==> config.mk <==
export PLATFORM = sky130hd
export DESIGN_NAME = hazard_ctrl_mc
export DESIGN_NICKNAME = d
export VERILOG_FILES = /design/src/rtl/hazard_ctrl_mc_pkg.sv /design/src/rtl/hazard_ctrl_mc_muldiv_occupancy.sv /design/src/rtl/hazard_ctrl_mc.sv
export SDC_FILE = /design/constraint.sdc
export NUM_CORES = 1
export LEC_CHECK = 0
export BUFFER_PORTS_ARGS = -buffer_cell sky130_fd_sc_hd__buf_2
export CORE_MARGIN = 4
export CORE_UTILIZATION = 30
export CTS_CLUSTER_SIZE = 40
export DETAILED_ROUTE_END_ITERATION = 8
export PLACE_DENSITY_LB_ADDON = 0.08
export SYNTH_ARGS = -nofsm -noshare
export SYNTH_HDL_FRONTEND = slang
export SYNTH_SLANG_ARGS = --single-unit
==> constraint.sdc <==
create_clock -name clk -period 5.75 [get_ports clk]
set_input_delay 0.575 -clock clk [delete_from_list [all_inputs] [get_ports clk]]
set_output_delay 0.575 -clock clk [all_outputs]
set_load 0.03 [all_outputs]
==> src/rtl/hazard_ctrl_mc_pkg.sv <==
// Shared encodings for the hazard controller: writeback sources, jump selects,
// controller states and the packed bubble/stall control bundle.
package hazard_ctrl_mc_pkg;

  // Writeback source select of the EX instruction
  localparam logic [1:0] REGSRC_ALU  = 2'd0;
  localparam logic [1:0] REGSRC_MEM  = 2'd1;
  localparam logic [1:0] REGSRC_PC4  = 2'd2;
  localparam logic [1:0] REGSRC_MEMU = 2'd3;

  // Jump target select in MEM; PJUMP_PC4 means the predicted path was right
  localparam logic [1:0] PJUMP_PC4   = 2'd0;
  localparam logic [1:0] JSEL_BRANCH = 2'd1;
  localparam logic [1:0] JSEL_JAL    = 2'd2;
  localparam logic [1:0] JSEL_JALR   = 2'd3;

  typedef enum logic [1:0] {
    HZ_IDLE    = 2'd0,
    HZ_MULDIV  = 2'd1,
    HZ_MEMWAIT = 2'd2
  } hz_state_e;

  typedef struct packed {
    logic s_pc;
    logic b_ifid;
    logic b_idie;
    logic b_ieme;
    logic b_mewb;
    logic s_ifid;
    logic s_idie;
    logic s_ieme;
    logic s_mewb;
  } hz_ctl_t;

  // Writeback data comes from data memory, so it is not forwardable from EX
  function automatic logic is_mem_src(input logic [1:0] src);
    return (src == REGSRC_MEM) || (src == REGSRC_MEMU);
  endfunction

endpackage

==> src/rtl/hazard_ctrl_mc_muldiv_occupancy.sv <==
// Remaining-cycle counter for a multi-cycle mul/div/rem held in EX.
// The entry cycle is the first stall, so a load sets MULDIV_LAT-2 remaining.
module muldiv_occupancy #(
  parameter int MULDIV_LAT = 4,
  localparam int CW = (MULDIV_LAT > 2) ? $clog2(MULDIV_LAT) : 1
) (
  input  logic clk,
  input  logic rst,
  input  logic load,
  input  logic dec,
  input  logic abort,
  output logic busy
);

  localparam logic [CW-1:0] LOAD_VAL = CW'(MULDIV_LAT - 2);

  logic [CW-1:0] cnt_r;

  // Counter update: abort beats load beats decrement; otherwise hold
  always_ff @(posedge clk) begin
    if (rst) begin
      cnt_r <= {CW{1'b0}};
    end else if (abort) begin
      cnt_r <= {CW{1'b0}};
    end else if (load) begin
      cnt_r <= LOAD_VAL;
    end else if (dec && (cnt_r != {CW{1'b0}})) begin
      cnt_r <= cnt_r - {{(CW-1){1'b0}}, 1'b1};
    end else begin
      cnt_r <= cnt_r;
    end
  end

  assign busy = (cnt_r != {CW{1'b0}});

endmodule

==> src/rtl/hazard_ctrl_mc.sv <==
// Central stall/bubble controller: memory-wait freeze, jump flush, multi-cycle
// mul/div occupancy, load-use bubble and fetch bubble, plus a stall-cycle counter.
module hazard_ctrl_mc
  import hazard_ctrl_mc_pkg::*;
#(
  parameter int REG_AW     = 5,
  parameter int MULDIV_LAT = 4,
  parameter int PERF_W     = 32
) (
  input  logic              clk,
  input  logic              rst,
  input  logic [REG_AW-1:0] rs1s2,
  input  logic [REG_AW-1:0] rs2s2,
  input  logic              useRs1s2,
  input  logic              useRs2s2,
  input  logic [REG_AW-1:0] rds3,
  input  logic              regesterWs3,
  input  logic [1:0]        regSrcs3,
  input  logic              muldivs3,
  input  logic              jumps4,
  input  logic [1:0]        jumpSels4,
  input  logic              imem_ready,
  input  logic              dmem_reqs4,
  input  logic              dmem_ready,
  output logic              s_PC,
  output logic              b_IFID,
  output logic              b_IDIE,
  output logic              b_IEME,
  output logic              b_MEWB,
  output logic              s_IFID,
  output logic              s_IDIE,
  output logic              s_IEME,
  output logic              s_MEWB,
  output logic [PERF_W-1:0] stall_cnt
);

  hz_state_e     state_r, state_nxt_s;
  hz_state_e     saved_r, saved_nxt_s;
  hz_state_e     eff_state_s;
  hz_ctl_t       ctl_s;
  logic          jumped_s;
  logic          loaduse_s;
  logic          freeze_s;
  logic          md_load_s;
  logic          md_dec_s;
  logic          md_abort_s;
  logic          md_busy_s;
  logic          any_stall_s;
  logic [PERF_W-1:0] stall_cnt_r;

  assign jumped_s  = jumps4 && (jumpSels4 != PJUMP_PC4);
  assign loaduse_s = regesterWs3 && (rds3 != {REG_AW{1'b0}}) && is_mem_src(regSrcs3) &&
                     ((useRs1s2 && (rs1s2 == rds3)) || (useRs2s2 && (rs2s2 == rds3)));
  // MEMWAIT keeps freezing until dmem_ready, even if the request line wobbles
  assign freeze_s  = ((state_r == HZ_MEMWAIT) || dmem_reqs4) && !dmem_ready;

  muldiv_occupancy #(
    .MULDIV_LAT (MULDIV_LAT)
  ) u_occ (
    .clk   (clk),
    .rst   (rst),
    .load  (md_load_s),
    .dec   (md_dec_s),
    .abort (md_abort_s),
    .busy  (md_busy_s)
  );

  // Next-state and priority mux for all bubble/stall controls
  always_comb begin
    ctl_s       = '0;
    state_nxt_s = state_r;
    saved_nxt_s = saved_r;
    md_load_s   = 1'b0;
    md_dec_s    = 1'b0;
    md_abort_s  = 1'b0;
    // On the release cycle the controller behaves as the state it left
    eff_state_s = (state_r == HZ_MEMWAIT) ? saved_r : state_r;

    if (rst) begin
      ctl_s.b_ifid = 1'b1;
      ctl_s.b_idie = 1'b1;
      ctl_s.b_ieme = 1'b1;
      ctl_s.b_mewb = 1'b1;
    end else if (freeze_s) begin
      ctl_s.s_pc   = 1'b1;
      ctl_s.s_ifid = 1'b1;
      ctl_s.s_idie = 1'b1;
      ctl_s.s_ieme = 1'b1;
      ctl_s.s_mewb = 1'b1;
      if (state_r != HZ_MEMWAIT) begin
        saved_nxt_s = state_r;
        state_nxt_s = HZ_MEMWAIT;
      end else begin
        saved_nxt_s = saved_r;
        state_nxt_s = HZ_MEMWAIT;
      end
    end else if (jumped_s) begin
      ctl_s.b_ifid = 1'b1;
      ctl_s.b_idie = 1'b1;
      ctl_s.b_ieme = 1'b1;
      md_abort_s   = (eff_state_s == HZ_MULDIV);
      state_nxt_s  = HZ_IDLE;
    end else if (((eff_state_s == HZ_MULDIV) && md_busy_s) ||
                 ((eff_state_s == HZ_IDLE) && muldivs3)) begin
      ctl_s.s_pc   = 1'b1;
      ctl_s.s_ifid = 1'b1;
      ctl_s.s_idie = 1'b1;
      ctl_s.b_ieme = 1'b1;
      md_load_s    = (eff_state_s == HZ_IDLE);
      md_dec_s     = (eff_state_s == HZ_MULDIV);
      state_nxt_s  = HZ_MULDIV;
    end else begin
      // Covers the final mul/div cycle as well as plain IDLE
      state_nxt_s = HZ_IDLE;
      if (loaduse_s) begin
        ctl_s.s_pc   = 1'b1;
        ctl_s.s_ifid = 1'b1;
        ctl_s.b_idie = 1'b1;
      end else if (!imem_ready) begin
        ctl_s.s_pc   = 1'b1;
        ctl_s.b_ifid = 1'b1;
      end else begin
        ctl_s = '0;
      end
    end
  end

  // State and saved-state registers
  always_ff @(posedge clk) begin
    if (rst) begin
      state_r <= HZ_IDLE;
      saved_r <= HZ_IDLE;
    end else begin
      state_r <= state_nxt_s;
      saved_r <= saved_nxt_s;
    end
  end

  assign any_stall_s = ctl_s.s_pc | ctl_s.s_ifid | ctl_s.s_idie | ctl_s.s_ieme | ctl_s.s_mewb;

  // Saturating count of cycles with any hold asserted
  always_ff @(posedge clk) begin
    if (rst) begin
      stall_cnt_r <= {PERF_W{1'b0}};
    end else if (any_stall_s && (stall_cnt_r != {PERF_W{1'b1}})) begin
      stall_cnt_r <= stall_cnt_r + {{(PERF_W-1){1'b0}}, 1'b1};
    end else begin
      stall_cnt_r <= stall_cnt_r;
    end
  end

  assign s_PC      = ctl_s.s_pc;
  assign b_IFID    = ctl_s.b_ifid;
  assign b_IDIE    = ctl_s.b_idie;
  assign b_IEME    = ctl_s.b_ieme;
  assign b_MEWB    = ctl_s.b_mewb;
  assign s_IFID    = ctl_s.s_ifid;
  assign s_IDIE    = ctl_s.s_idie;
  assign s_IEME    = ctl_s.s_ieme;
  assign s_MEWB    = ctl_s.s_mewb;
  assign stall_cnt = stall_cnt_r;

endmodule

==> results of run 1 <==
-- power groups by stage --
| stage | Clock [mW] | Sequential, mW | Combinational (mW) |
|---|---|---|---|
| 3_5_place_dp | 0 | 0.277 | 0.0836 |
| 3_3_place_gp | 0 | 0.277 | 0.0837 |
| 2_1_floorplan | 0 | 0.278 | 0.0535 |
| 5_1_grt | 0.215 | 0.271 | 0.0927 |
| 6_report | 0.193 | 0.270 | 0.0831 |
| 4_1_cts | 0.203 | 0.270 | 0.0840 |
-- cell type report --
type / instances / area, um^2
clock buffer: 6 / 82.6
tap: 99 / 124
multi-input combinational: 215 / 1360
fill: 797 / 4480
sequential: 38 / 761
clock inverter: 2 / 12.5
timing repair buffer: 71 / 363
inverter: 9 / 33.8
-- worst reg2reg max path, cell delays in order, from the launching register on --
cell and delay, ns:
dfxtp_1 0.47, nand4_2 0.19, nor4_1 0.77, nand2_1 0.17
o311ai_1 0.86, nor3_1 0.15, nand4_1 0.16, mux2i_1 0.17
-- how the worst max path moves through the flow --
stage / endpoint / slack, ns / cells after the start
global route: stall_cnt[16] / 2.40 / 7
detailed placement: stall_cnt[15] / 2.67 / 7
floorplan: s_IFID / 2.83 / 4
finish: s_PC / 2.66 / 7
global placement: s_PC / 2.67 / 7
CTS: s_PC / 2.66 / 7
-- through the flow --
stage,utilization [%],std cells
6_report,37.9,440
5_1_grt,37.9,440
4_1_cts,37.9,440
3_5_place_dp,36.6,432
3_3_place_gp,36.6,432
2_1_floorplan,-,275
-- flip-flops by register name, indices dropped and copies added, names as in the netlist --
signal       flops
stall_cnt       32
saved_r          2
state_r          2
u_occ.cnt_r      2
-- layout by cell type (no fill, tap or decap), drive strengths merged, types with 4 or more instances in the layout --
cell type	synthesis	layout
a211oi	4	4
nand2b	9	9
a21oi	12	12
inv	9	9
buf	3	71
nor2	37	37
nor3	8	8
clkbuf	10	6
nand2	26	26
nor2b	4	4
o21ai	7	7
nand4	11	11
dfxtp	38	38
nor3b	4	4
xnor2	32	32
nor4	17	17
nand3	7	7
-- logic make-up after synthesis --
| kind of cell | after synthesis |
|---|---|
| adder cells (fa/ha/maj) | 2 |
| AND/OR/NAND/NOR | 137 |
| buffers and inverters | 22 |
| flip-flops | 38 |
| XOR/XNOR | 32 |
| multiplexers | 5 |
| AO/OA/AOI/OAI | 39 |
-- routing by layer --
metal	part of all wire (%)	up-vias
li1	-	1108
met1	48	973
met2	45	57
met3	6.4	4
met4	0.51	0
met5	0	-
==> metrics.md, run 1 <==
| Metric | Value |
|---|---|
| Status | finished clean |
| Ys Warns | 0 |
| CTS Hold Buffers Added | 0 |
| Seq/Total Area, Yosys | 34.3% |
| Most used routing layer | met2 |
| Sequential power share | between 40% and 50% |
| CTS resizes | 0 |
| Dpl cell area | 0.00264 mm^2 |
| Synth Area in Adders | under 10% |
| Min Clock Period, post-route | between 3 and 4 ns |
| Via count | ~2100 |
| Overall Power | between 500 and 600 uW |
| Ys flop type | dfxtp_1 |
| Power share of the combinational group | around 15% |
| Ports | 70 |
| Crit-path cells | buf_2, o21ai_0, nor2b_1, nor2_1, buf_4, nor2_1, buf_2 |
| Max cap viols | 0 |
| RR Startpoint | stall_cnt[4] |
| Ranking of synthesized cells by area | dfxtp_1 (34%), xnor2_1 (13%), nor2_1 (6.3%) |
| Number of DRC markers in iteration 0 | between 100 and 150 |
| GRT met2 Usage | a little over a fifth |
| Arrival time at the worst endpoint | 2.51 ns |
| Hpwl dp | about 4300 um |
| Initial Util | 30.7% |
| Crit. End Element | output pin |
| Slowest CP cell | o21ai_0 |
| Die height | approximately 94 um |
| Maximum clock frequency | approximately 320 MHz |
| Switching pwr | about 150 uW |
| Fraction of synthesized cell area in xor and xnor cells | 12.6% |
| Final Max Slew Viols | 0 |
| Setup_tns | 0 ns |
| Vias in the first global route | slightly above 2000 |
| RSZ-0062 raised after global routing | false |
| Clk Latency, worst-skew pair | roughly 0.29 ns |
| Yosys cell types | between 40 and 50 |
| Area Growth Syn to Fin | 23.4% |
| Tcrit/Tclk final | approximately 54% |
| Asr flop ratio synth | 0% |
| CTS buffer count | 5 |
| Synth cell count leaders | dfxtp_1 (38), nor2_1 (37), xnor2_1 (32), nand2_1 (26), nor4_1 (17) |
| Largest area contributor in the netlist | dfxtp_1 |
| Synthesis-stage register bit count | 38 |
| GRT Util Overall | 13.6% |
| Final #Nets | 371 |
| Yosys top cell area share | roughly 34% |
| DR WL/cell | about 13 um |
| Top Family by Delay on Critical Path | simple AND/OR/NAND/NOR gates |
| CTS tree | done |
| Root Buffer | clkbuf_8 |
| Mux cell area share after synthesis | under 10% |
| Final Cell Area | between 0.002 and 0.003 mm^2 |
| Die Wd | 94.0 um |
| Hold Slack | ~0.52 ns |
| Detail Route Antenna Nets | 0 |
| Max incr delay on CP | approximately 0.48 ns |
| Post-synthesis cell count | approximately 280 |
| Syn_nets | between 300 and 400 |
| P_leak | approximately 1.1 nW |
| Drt pass-1 iters | 4 |
| PnR worst setup slack | between 2 and 3 ns |
| Reg-to-Reg End | stall_cnt[6] |
| Final Setup Violations | 0 |
| First-pass GRT wire length | 9770 um |
| Top-count cell post-synth | dfxtp_1 |
| DRC violations left | 0 |
| Combinational family with the most area after synthesis | simple AND/OR/NAND/NOR gates |
| I/O Buffers | 68 |
| Core area | around 0.007 mm^2 |
| Clk slew on worst S/H paths | 0.08 ns |
| Kind of critical path | primary input to output pin |
| CTS HTree Levels | 2 |
| Post-synth EDFFs | 0 |
| Fraction of final layout cells sized beyond drive strength 1 | a little over a quarter |
| # diodes | 0 |
| Cell row count | 31 |
| Compound-Gate Fraction of Synth Area | around an eighth |
| GP Congestion | around 0.80 |
| Hold endpoint | stall_cnt[6] |
| GRT Residual Overflow | 0 |
| Worst Setup SP | jumpSels4[1] |
| Syn avg cell area | between 8 and 9 um^2 |
| Routed WL | between 5000 and 6000 um |
| Pin count of the biggest net entering global routing | 29 |
| Worst IR Drop VDD | 0.0778 mV |
| Reg2reg path depth | 7 |
| Pwr per Cell Area | between 150 and 200 mW/mm^2 |
| Simple-gate portion of the synthesized area | between 30% and 40% |
| Slew Limit Headroom | a little under a third |
| Startpoint Class | primary input |
| Initial antenna violation count | 0 |
| Via-to-Cell Ratio | 4.87 |
| Skew final | approximately 0.0085 ns |
| Min-Delay Path Depth | 1 |
| Worst Tran Pin Value | around 1.0 ns |
| Worst hold start | stall_cnt[6] |
| Global-route met3 utilization | around 3.4% |
| # clock sinks | 38 |
| Die area | between 0.008 and 0.009 mm^2 |
| Max Root-Sink Buffers | 2 |
| Hold Violations, Final | 0 |
| Global routing usage on met1 | 18.2% |
| Sw frac | between 20% and 30% |
| Required @ worst endpoint | 5.18 ns |
| Setup bufs post-CTS | 0 |
| WP buf/inv | 3 |
| Critical Path Fanout Max | 14 |
| Hold Crit Class | flip-flop to flip-flop |
| Clk network pwr share | between 30% and 40% |
| P_int | about 390 uW |
| R2r setup slk | ~2.7 ns |
| DP Worst Slack | about 2.7 ns |
| Synthesized area | 0.00222 mm^2 |
No activity file was read; power rests on OpenSTA's default activity.
==> inputs of run 2 (changes only) <==
clock period = 2.8 ns   (was 5.75 ns; I/O delays follow)
==> run 2 against run 1 <==
Compared with the run above: combinational power increased by 110%; critical path depth unchanged; critical path type is now flip-flop to flip-flop; largest cell class unchanged; cell count increased by 2.5%; non-clock buffer count increased by 11; clock power increased by 140%; flip-flop and latch count unchanged.
==> metrics.md, run 2 (synthesized netlist as in run 1, its figures left out) <==
| Metric | Value |
|---|---|
| Status | finished clean (unchanged) |
| Required @ worst endpoint | 2.99 ns (was 5.18 ns) |
| RSZ-0062 raised after global routing | false (unchanged) |
| Min-Delay Path Depth | 2 (was 1) |
| Die Wd | 94.0 um (unchanged) |
| Worst IR Drop VDD | 0.206 mV (was 0.0778 mV) |
| Crit-path cells | nand4_2, or4_4, or4b_4, o21ai_4, nor3b_2, nor2b_1, mux2_1 (was buf_2, o21ai_0, nor2b_1, nor2_1, buf_4, nor2_1, buf_2) |
| Most frequent cells in the layout | buf_2 (68), dfxtp_1 (38), nor2_1 (36) (was buf_2 (68), dfxtp_1 (38), nor2_1 (37)) |
| Hold Slack | 0.297 ns (was 0.522 ns) |
| Max cap viols | 0 (unchanged) |
| P_leak | 1.13 nW (was 1.07 nW) |
| CTS HTree Levels | 2 (unchanged) |
| Vias in the first global route | 2154 (was 2048) |
| Kind of critical path | flip-flop to flip-flop (was primary input to output pin) |
| Max Root-Sink Buffers | 2 (unchanged) |
| Overall Power | 1.20 mW (was 546 uW) |
| Initial antenna violation count | 0 (unchanged) |
| Final Max Slew Viols | 0 (unchanged) |
| Slowest CP cell | or4_4 (was o21ai_0) |
| Hpwl dp | 4580 um (was 4340 um) |
| Layout Utilization | 39.2% (was 37.9%) |
| Via-to-Cell Ratio | 4.89 (was 4.87) |
| Crit. End Element | flip-flop (was output pin) |
| Cell row count | 31 (unchanged) |
| GP Congestion | 0.781 (was 0.798) |
| Final Cell Area | 0.00283 mm^2 (was 0.00274 mm^2) |
| First-pass GRT wire length | 10100 um (was 9770 um) |
| Placed Instances | 443 (was 432) |
| Reg2reg path depth | 7 (unchanged) |
| Final Non-Filler Cells | 451 (was 440) |
| Flip-flop count of the largest register, all copies and words added | 32 (unchanged) |
| Dpl cell area | 0.00272 mm^2 (was 0.00264 mm^2) |
| Critical Path Fanout Max | 11 (was 14) |
| Pwr per Cell Area | 424 mW/mm^2 (was 200 mW/mm^2) |
| P_int | 881 uW (was 393 uW) |
| Final Setup Violations | 0 (unchanged) |
| Detail Route Antenna Nets | 0 (unchanged) |
| DRC violations left | 0 (unchanged) |
| # diodes | 0 (unchanged) |
| Hold Violations, Final | 0 (unchanged) |
| Die height | 94.0 um (unchanged) |
| Drt pass-1 iters | 4 (unchanged) |
| GRT Residual Overflow | 0 (unchanged) |
| Core area | 0.00721 mm^2 (unchanged) |
| Slew Limit Headroom | 53.4% (was 31.6%) |
| Arrival time at the worst endpoint | 2.68 ns (was 2.51 ns) |
| Tcrit/Tclk final | between 80% and 90% |
| PnR worst setup slack | 0.310 ns (was 2.66 ns) |
| Power share of the combinational group | 14.8% (was 15.2%) |
| Hold Crit Class | primary input to flip-flop (was flip-flop to flip-flop) |
| Pin count of the biggest net entering global routing | 26 (was 29) |
| Fraction of final layout cells sized beyond drive strength 1 | 28.7% (was 26.7%) |
| Min Clock Period, post-route | ~2.5 ns |
| Maximum clock frequency | between 400 and 500 MHz |
| Max incr delay on CP | 0.58 ns (was 0.48 ns) |
| Worst Tran Pin Value | 0.696 ns (was 1.01 ns) |
| Startpoint Class | flip-flop (was primary input) |
| Final #Nets | 382 (was 371) |
| Initial Util | 30.7% (unchanged) |
| I/O Buffers | 68 (unchanged) |
| Sequential power share | 46.1% (was 49.5%) |
| Filler instances | 768 (was 797) |
| Number of DRC markers in iteration 0 | 97 (was 110) |
| GRT Util Overall | 14.2% (was 13.6%) |
| Clk slew on worst S/H paths | 0.08 ns (about the same) |
| CTS tree | done (unchanged) |
| Clk network pwr share | 39.0% (was 35.3%) |
| Via count | 2206 (was 2142) |
| Sw frac | 26.6% (was 28.0%) |
| DP Worst Slack | 0.303 ns (was 2.67 ns) |
| DR WL/cell | 13.6 um (was 13.4 um) |
| Commonest non-fill, non-tap cell in the layout | buf_2 (unchanged) |
| # clock sinks | 38 (unchanged) |
| CTS buffer count | 5 (unchanged) |
| Clk Latency, worst-skew pair | 0.29 ns (about the same) |
| Ports | 70 (unchanged) |
| Root Buffer | clkbuf_8 (unchanged) |
| Die area | 0.00883 mm^2 (unchanged) |
| Area Growth Syn to Fin | 27.7% (was 23.4%) |
| Skew final | 0.00707 ns (was 0.00851 ns) |
| Switching pwr | 319 uW (was 153 uW) |
| Routed WL | 6120 um (was 5890 um) |
| Setup_tns | 0 ns (unchanged) |
==> run 2: final cells by class <==
cell class                      instances  area (um^2)  area share (%)
Multi-Input combinational cell        215         1360            48.1
Sequential cell                        38          761            26.9
Timing Repair Buffer                   82          445            15.7
Tap cell                               99          124            4.37
Clock buffer                            7         76.3            2.70
Inverter                                9         33.8            1.19
Clock inverter                          1         30.0            1.06
==> run 2: what timing repair did <==
action | CTS | global route
hold buffers | 0 | 0
setup buffers | 0 | 0
setup endpoints to repair | 0 | 1
resized for setup | 0 | 1
==> run 2: layer usage <==
metal / vias up / part of all wire (%) / track usage, % / wire (um)
li1: 1126 / - / - / -
met1: 1003 / 46 / 18.3 / 2810
met2: 71 / 45 / 22.9 / 2750
met3: 6 / 7.6 / 3.69 / 467
met4: 0 / 1.4 / 5.17 / 83
met5: - / 0 / 0 / 0
==> run 2: path summary, 6_finish.rpt <==
| kind | startpoint | end | slack (ns) |
|---|---|---|---|
| setup / recovery | stall_cnt[6] | stall_cnt[15] | 0.31 |
| setup reg to reg | stall_cnt[6] | stall_cnt[15] | 0.31 |
| hold reg to reg | stall_cnt[6] | stall_cnt[6] | 0.52 |
| hold / removal | rst | saved_r[0] | 0.30 |
==> run 2: worst max-delay path, delay by kind of cell, from the launching register on <==
kind,cells,cell delay (ns)
flops,1,0.40
mux,1,0.29
compound gates,1,0.10
simple gates,5,1.58
==> run 2: power by group through the flow <==
stage | registers, mW | logic [mW] | clock network (mW)
2_1_floorplan | 0.571 | 0.110 | 0
6_report | 0.554 | 0.178 | 0.468
5_1_grt | 0.555 | 0.195 | 0.507
3_5_place_dp | 0.567 | 0.179 | 0
4_1_cts | 0.554 | 0.179 | 0.483
3_3_place_gp | 0.567 | 0.178 | 0
==> inputs of run 3 (changes only) <==
SYNTH_HIERARCHICAL = 1   (was not set)
==> run 3 against run 2 <==
Compared with the run above: flip-flop and latch count unchanged; synthesized cell count up 1.5%; design area down 0.40%; sequential share of layout area up 0.11 points; hold slack worse by 0.084 ns; cell count down 1.1%; utilization down 0.78 points.
==> metrics.md, run 3 <==
| Metric | Value |
|---|---|
| Placed Instances | 438 (was 443) |
| Drt pass-1 iters | 4 (unchanged) |
| Final Setup Violations | 0 (unchanged) |
| RSZ-0062 raised after global routing | false (unchanged) |
| Ys flop type | dfxtp_1 (unchanged) |
| Hold Violations, Final | 0 (unchanged) |
| Yosys cell types | 55 (was 49) |
| Post-synth EDFFs | 0 (unchanged) |
| Final Non-Filler Cells | 446 (was 451) |
| Arrival time at the worst endpoint | 2.35 ns (was 2.68 ns) |
| Initial antenna violation count | 0 (unchanged) |
| Seq/Total Area, Yosys | 33.4% (was 34.3%) |
| Commonest non-fill, non-tap cell in the layout | buf_2 (unchanged) |
| Status | finished clean (unchanged) |
| CTS HTree Levels | 2 (unchanged) |
| CTS tree | done (unchanged) |
| Die height | 95.1 um (was 94.0 um) |
| Syn_nets | 310 (was 306) |
| Number of DRC markers in iteration 0 | 110 (was 97) |
| Setup bufs post-CTS | 0 (unchanged) |
| Final #Nets | 377 (was 382) |
| Clk Latency, worst-skew pair | 0.30 ns (was 0.29 ns) |
| Ranking of synthesized cells by area | dfxtp_1 (33%), a21oi_1 (6.2%), o31ai_1 (4.9%) (was dfxtp_1 (34%), xnor2_1 (13%), nor2_1 (6.3%)) |
| Reg-to-Reg End | stall_cnt[26] (was stall_cnt[15]) |
| Worst hold start | rst (unchanged) |
| CTS buffer count | 5 (unchanged) |
| GRT Residual Overflow | 0 (unchanged) |
| Ys Warns | 6 (was 0) |
| Root Buffer | clkbuf_8 (unchanged) |
| Syn avg cell area | 8.16 um^2 (was 8.06 um^2) |
| Vias in the first global route | 2152 (was 2154) |
| Core area | 0.00733 mm^2 (was 0.00721 mm^2) |
| Tcrit/Tclk final | 93.9% (was 88.9%) |
| Hold endpoint | saved_r[0] (unchanged) |
| Via-to-Cell Ratio | 5.22 (was 4.89) |
| Min-Delay Path Depth | 2 (unchanged) |
| Hold Crit Class | primary input to flip-flop (unchanged) |
| DR WL/cell | 14.4 um (was 13.6 um) |
| First-pass GRT wire length | 10500 um (was 10100 um) |
| Synthesis-stage register bit count | 38 (unchanged) |
| Post-synthesis cell count | 279 (was 275) |
| Area Growth Syn to Fin | 23.9% (was 27.7%) |
| P_leak | 1.06 nW (was 1.13 nW) |
| GRT Util Overall | 14.7% (was 14.2%) |
| Clk slew on worst S/H paths | 0.08 ns (about the same) |
| Skew final | 0.00655 ns (was 0.00707 ns) |
| Reg2reg path depth | 11 (was 7) |
| Min Clock Period, post-route | 2.63 ns (was 2.49 ns) |
| Asr flop ratio synth | 0% (unchanged) |
| Dpl cell area | 0.00271 mm^2 (was 0.00272 mm^2) |
| # diodes | 0 (unchanged) |
| Overall Power | 1.20 mW (about the same) |
| Most frequent cells in the layout | buf_2 (68), dfxtp_1 (38), a21oi_1 (28) (was buf_2 (68), dfxtp_1 (38), nor2_1 (36)) |
| Yosys top cell area share | 33.4% (was 34.3%) |
| Synthesized area | 0.00228 mm^2 (was 0.00222 mm^2) |
| GP Congestion | 0.799 (was 0.781) |
| Required @ worst endpoint | 2.52 ns (was 2.99 ns) |
| Cell row count | 31 (unchanged) |
| Hpwl dp | 4700 um (was 4580 um) |
| Max Root-Sink Buffers | 2 (unchanged) |
| Pin count of the biggest net entering global routing | 30 (was 26) |
| Top-count cell post-synth | dfxtp_1 (unchanged) |
| Die area | 0.00904 mm^2 (was 0.00883 mm^2) |
| Initial Util | 31.0% (was 30.7%) |
| Crit. End Element | output pin (was flip-flop) |
| Ports | 70 (unchanged) |
| Max cap viols | 0 (unchanged) |
| Final Max Slew Viols | 0 (unchanged) |
| CTS resizes | 0 (unchanged) |
| Die Wd | 95.1 um (was 94.0 um) |
| Detail Route Antenna Nets | 0 (unchanged) |
| Fraction of final layout cells sized beyond drive strength 1 | 27.4% (was 28.7%) |
| Setup_tns | 0 ns (unchanged) |
| Worst IR Drop VDD | 0.193 mV (was 0.206 mV) |
| Slew Limit Headroom | 69.2% (was 53.4%) |
| Startpoint Class | flip-flop (unchanged) |
| Flip-flop count of the largest register, all copies and words added | 32 (unchanged) |
| Filler instances | 774 (was 768) |
| Routed WL | 6420 um (was 6120 um) |
| Critical Path Fanout Max | 16 (was 11) |
| R2r setup slk | 0.33 ns (was 0.31 ns) |
| Via count | 2328 (was 2206) |
| RR Startpoint | u_occ/cnt_r[0] (was stall_cnt[6]) |
| Hold Slack | 0.213 ns (was 0.297 ns) |
| Synth cell count leaders | dfxtp_1 (38), a21oi_1 (28), nand2_1 (27), nor2_1 (15), o31ai_1 (15) (was dfxtp_1 (38), nor2_1 (37), xnor2_1 (32), nand2_1 (26), nor4_1 (17)) |
| Final Cell Area | 0.00282 mm^2 (was 0.00283 mm^2) |
| DRC violations left | 0 (unchanged) |
| Pwr per Cell Area | 424 mW/mm^2 (about the same) |
| CTS Hold Buffers Added | 0 (unchanged) |
| Worst Tran Pin Value | 0.463 ns (was 0.696 ns) |
| I/O Buffers | 68 (unchanged) |
| # clock sinks | 38 (unchanged) |
| Maximum clock frequency | 380 MHz (was 402 MHz) |
| Kind of critical path | flip-flop to output pin (was flip-flop to flip-flop) |
| Largest area contributor in the netlist | dfxtp_1 (unchanged) |
==> run 3: worst max-delay path by stage <==
stage                    from             to  slack [ns]  depth (start not counted)
2_1_floorplan  u_occ/cnt_r[0]         b_IFID        0.28                          9
3_3_place_gp   u_occ/cnt_r[0]  stall_cnt[28]        0.31                         11
3_5_place_dp   u_occ/cnt_r[0]  stall_cnt[28]        0.26                         11
4_1_cts        u_occ/cnt_r[0]           s_PC        0.07                         10
5_1_grt        u_occ/cnt_r[0]           s_PC       0.009                         10
6_report       u_occ/cnt_r[0]           s_PC        0.17                         10
==> run 3: cell families after synthesis <==
kind of cell    share of synthesized area [%]
mux                                     0.935
fa+ha+maj                                1.10
compound gates                           22.6
xor+xnor                                 4.62
simple gates                             31.3
buf+inv                                  6.05
flops                                    33.4
==> run 3: cell type report <==
type	count	area, um^2	area share, %
multi-input combinational	216	1380	49.0
sequential	38	761	27.0
inverter	9	33.8	1.20
tap	99	124	4.39
clock buffer	7	76.3	2.71
clock inverter	1	30.0	1.06
timing repair buffer	76	413	14.6
==> run 3: per-stage QoR <==
| step | util, % | worst slack [ns] |
|---|---|---|
| 2_1_floorplan | - | 0.283 |
| 3_3_place_gp | 37.0 | 0.310 |
| 3_5_place_dp | 37.0 | 0.260 |
| 4_1_cts | 38.4 | 0.0680 |
| 5_1_grt | 38.5 | 0.00854 |
| 6_report | 38.5 | 0.171 |
==> run 3: routing by layer <==
layer  vias up  share of wire (%)  GRT usage, %
met4         0                1.5          5.29
met2        63                 44          22.9
li1       1183                  -             -
met3         9                5.6          3.08
met1      1073                 49          20.0
met5         -                  0             0
==> run 3: worst max-delay path, cell delays in order (launching register included) <==
cell and delay [ns]:
dfxtp_1 0.30, inv_1 0.08, ha_1 0.16, inv_1 0.06, and3_1 0.17, a21oi_1 0.21, o31ai_4 0.10, or3_1 0.47
nand2_4 0.20, inv_2 0.10, buf_2 0.19
==> run 3: report_power, final <==
group | leakage (nW) | switching (mW) | internal, mW | total, mW
clock network | 0.0524 | 0.206 | 0.267 | 0.473
registers | 0.307 | 0.00780 | 0.546 | 0.553
logic | 0.701 | 0.106 | 0.0652 | 0.171
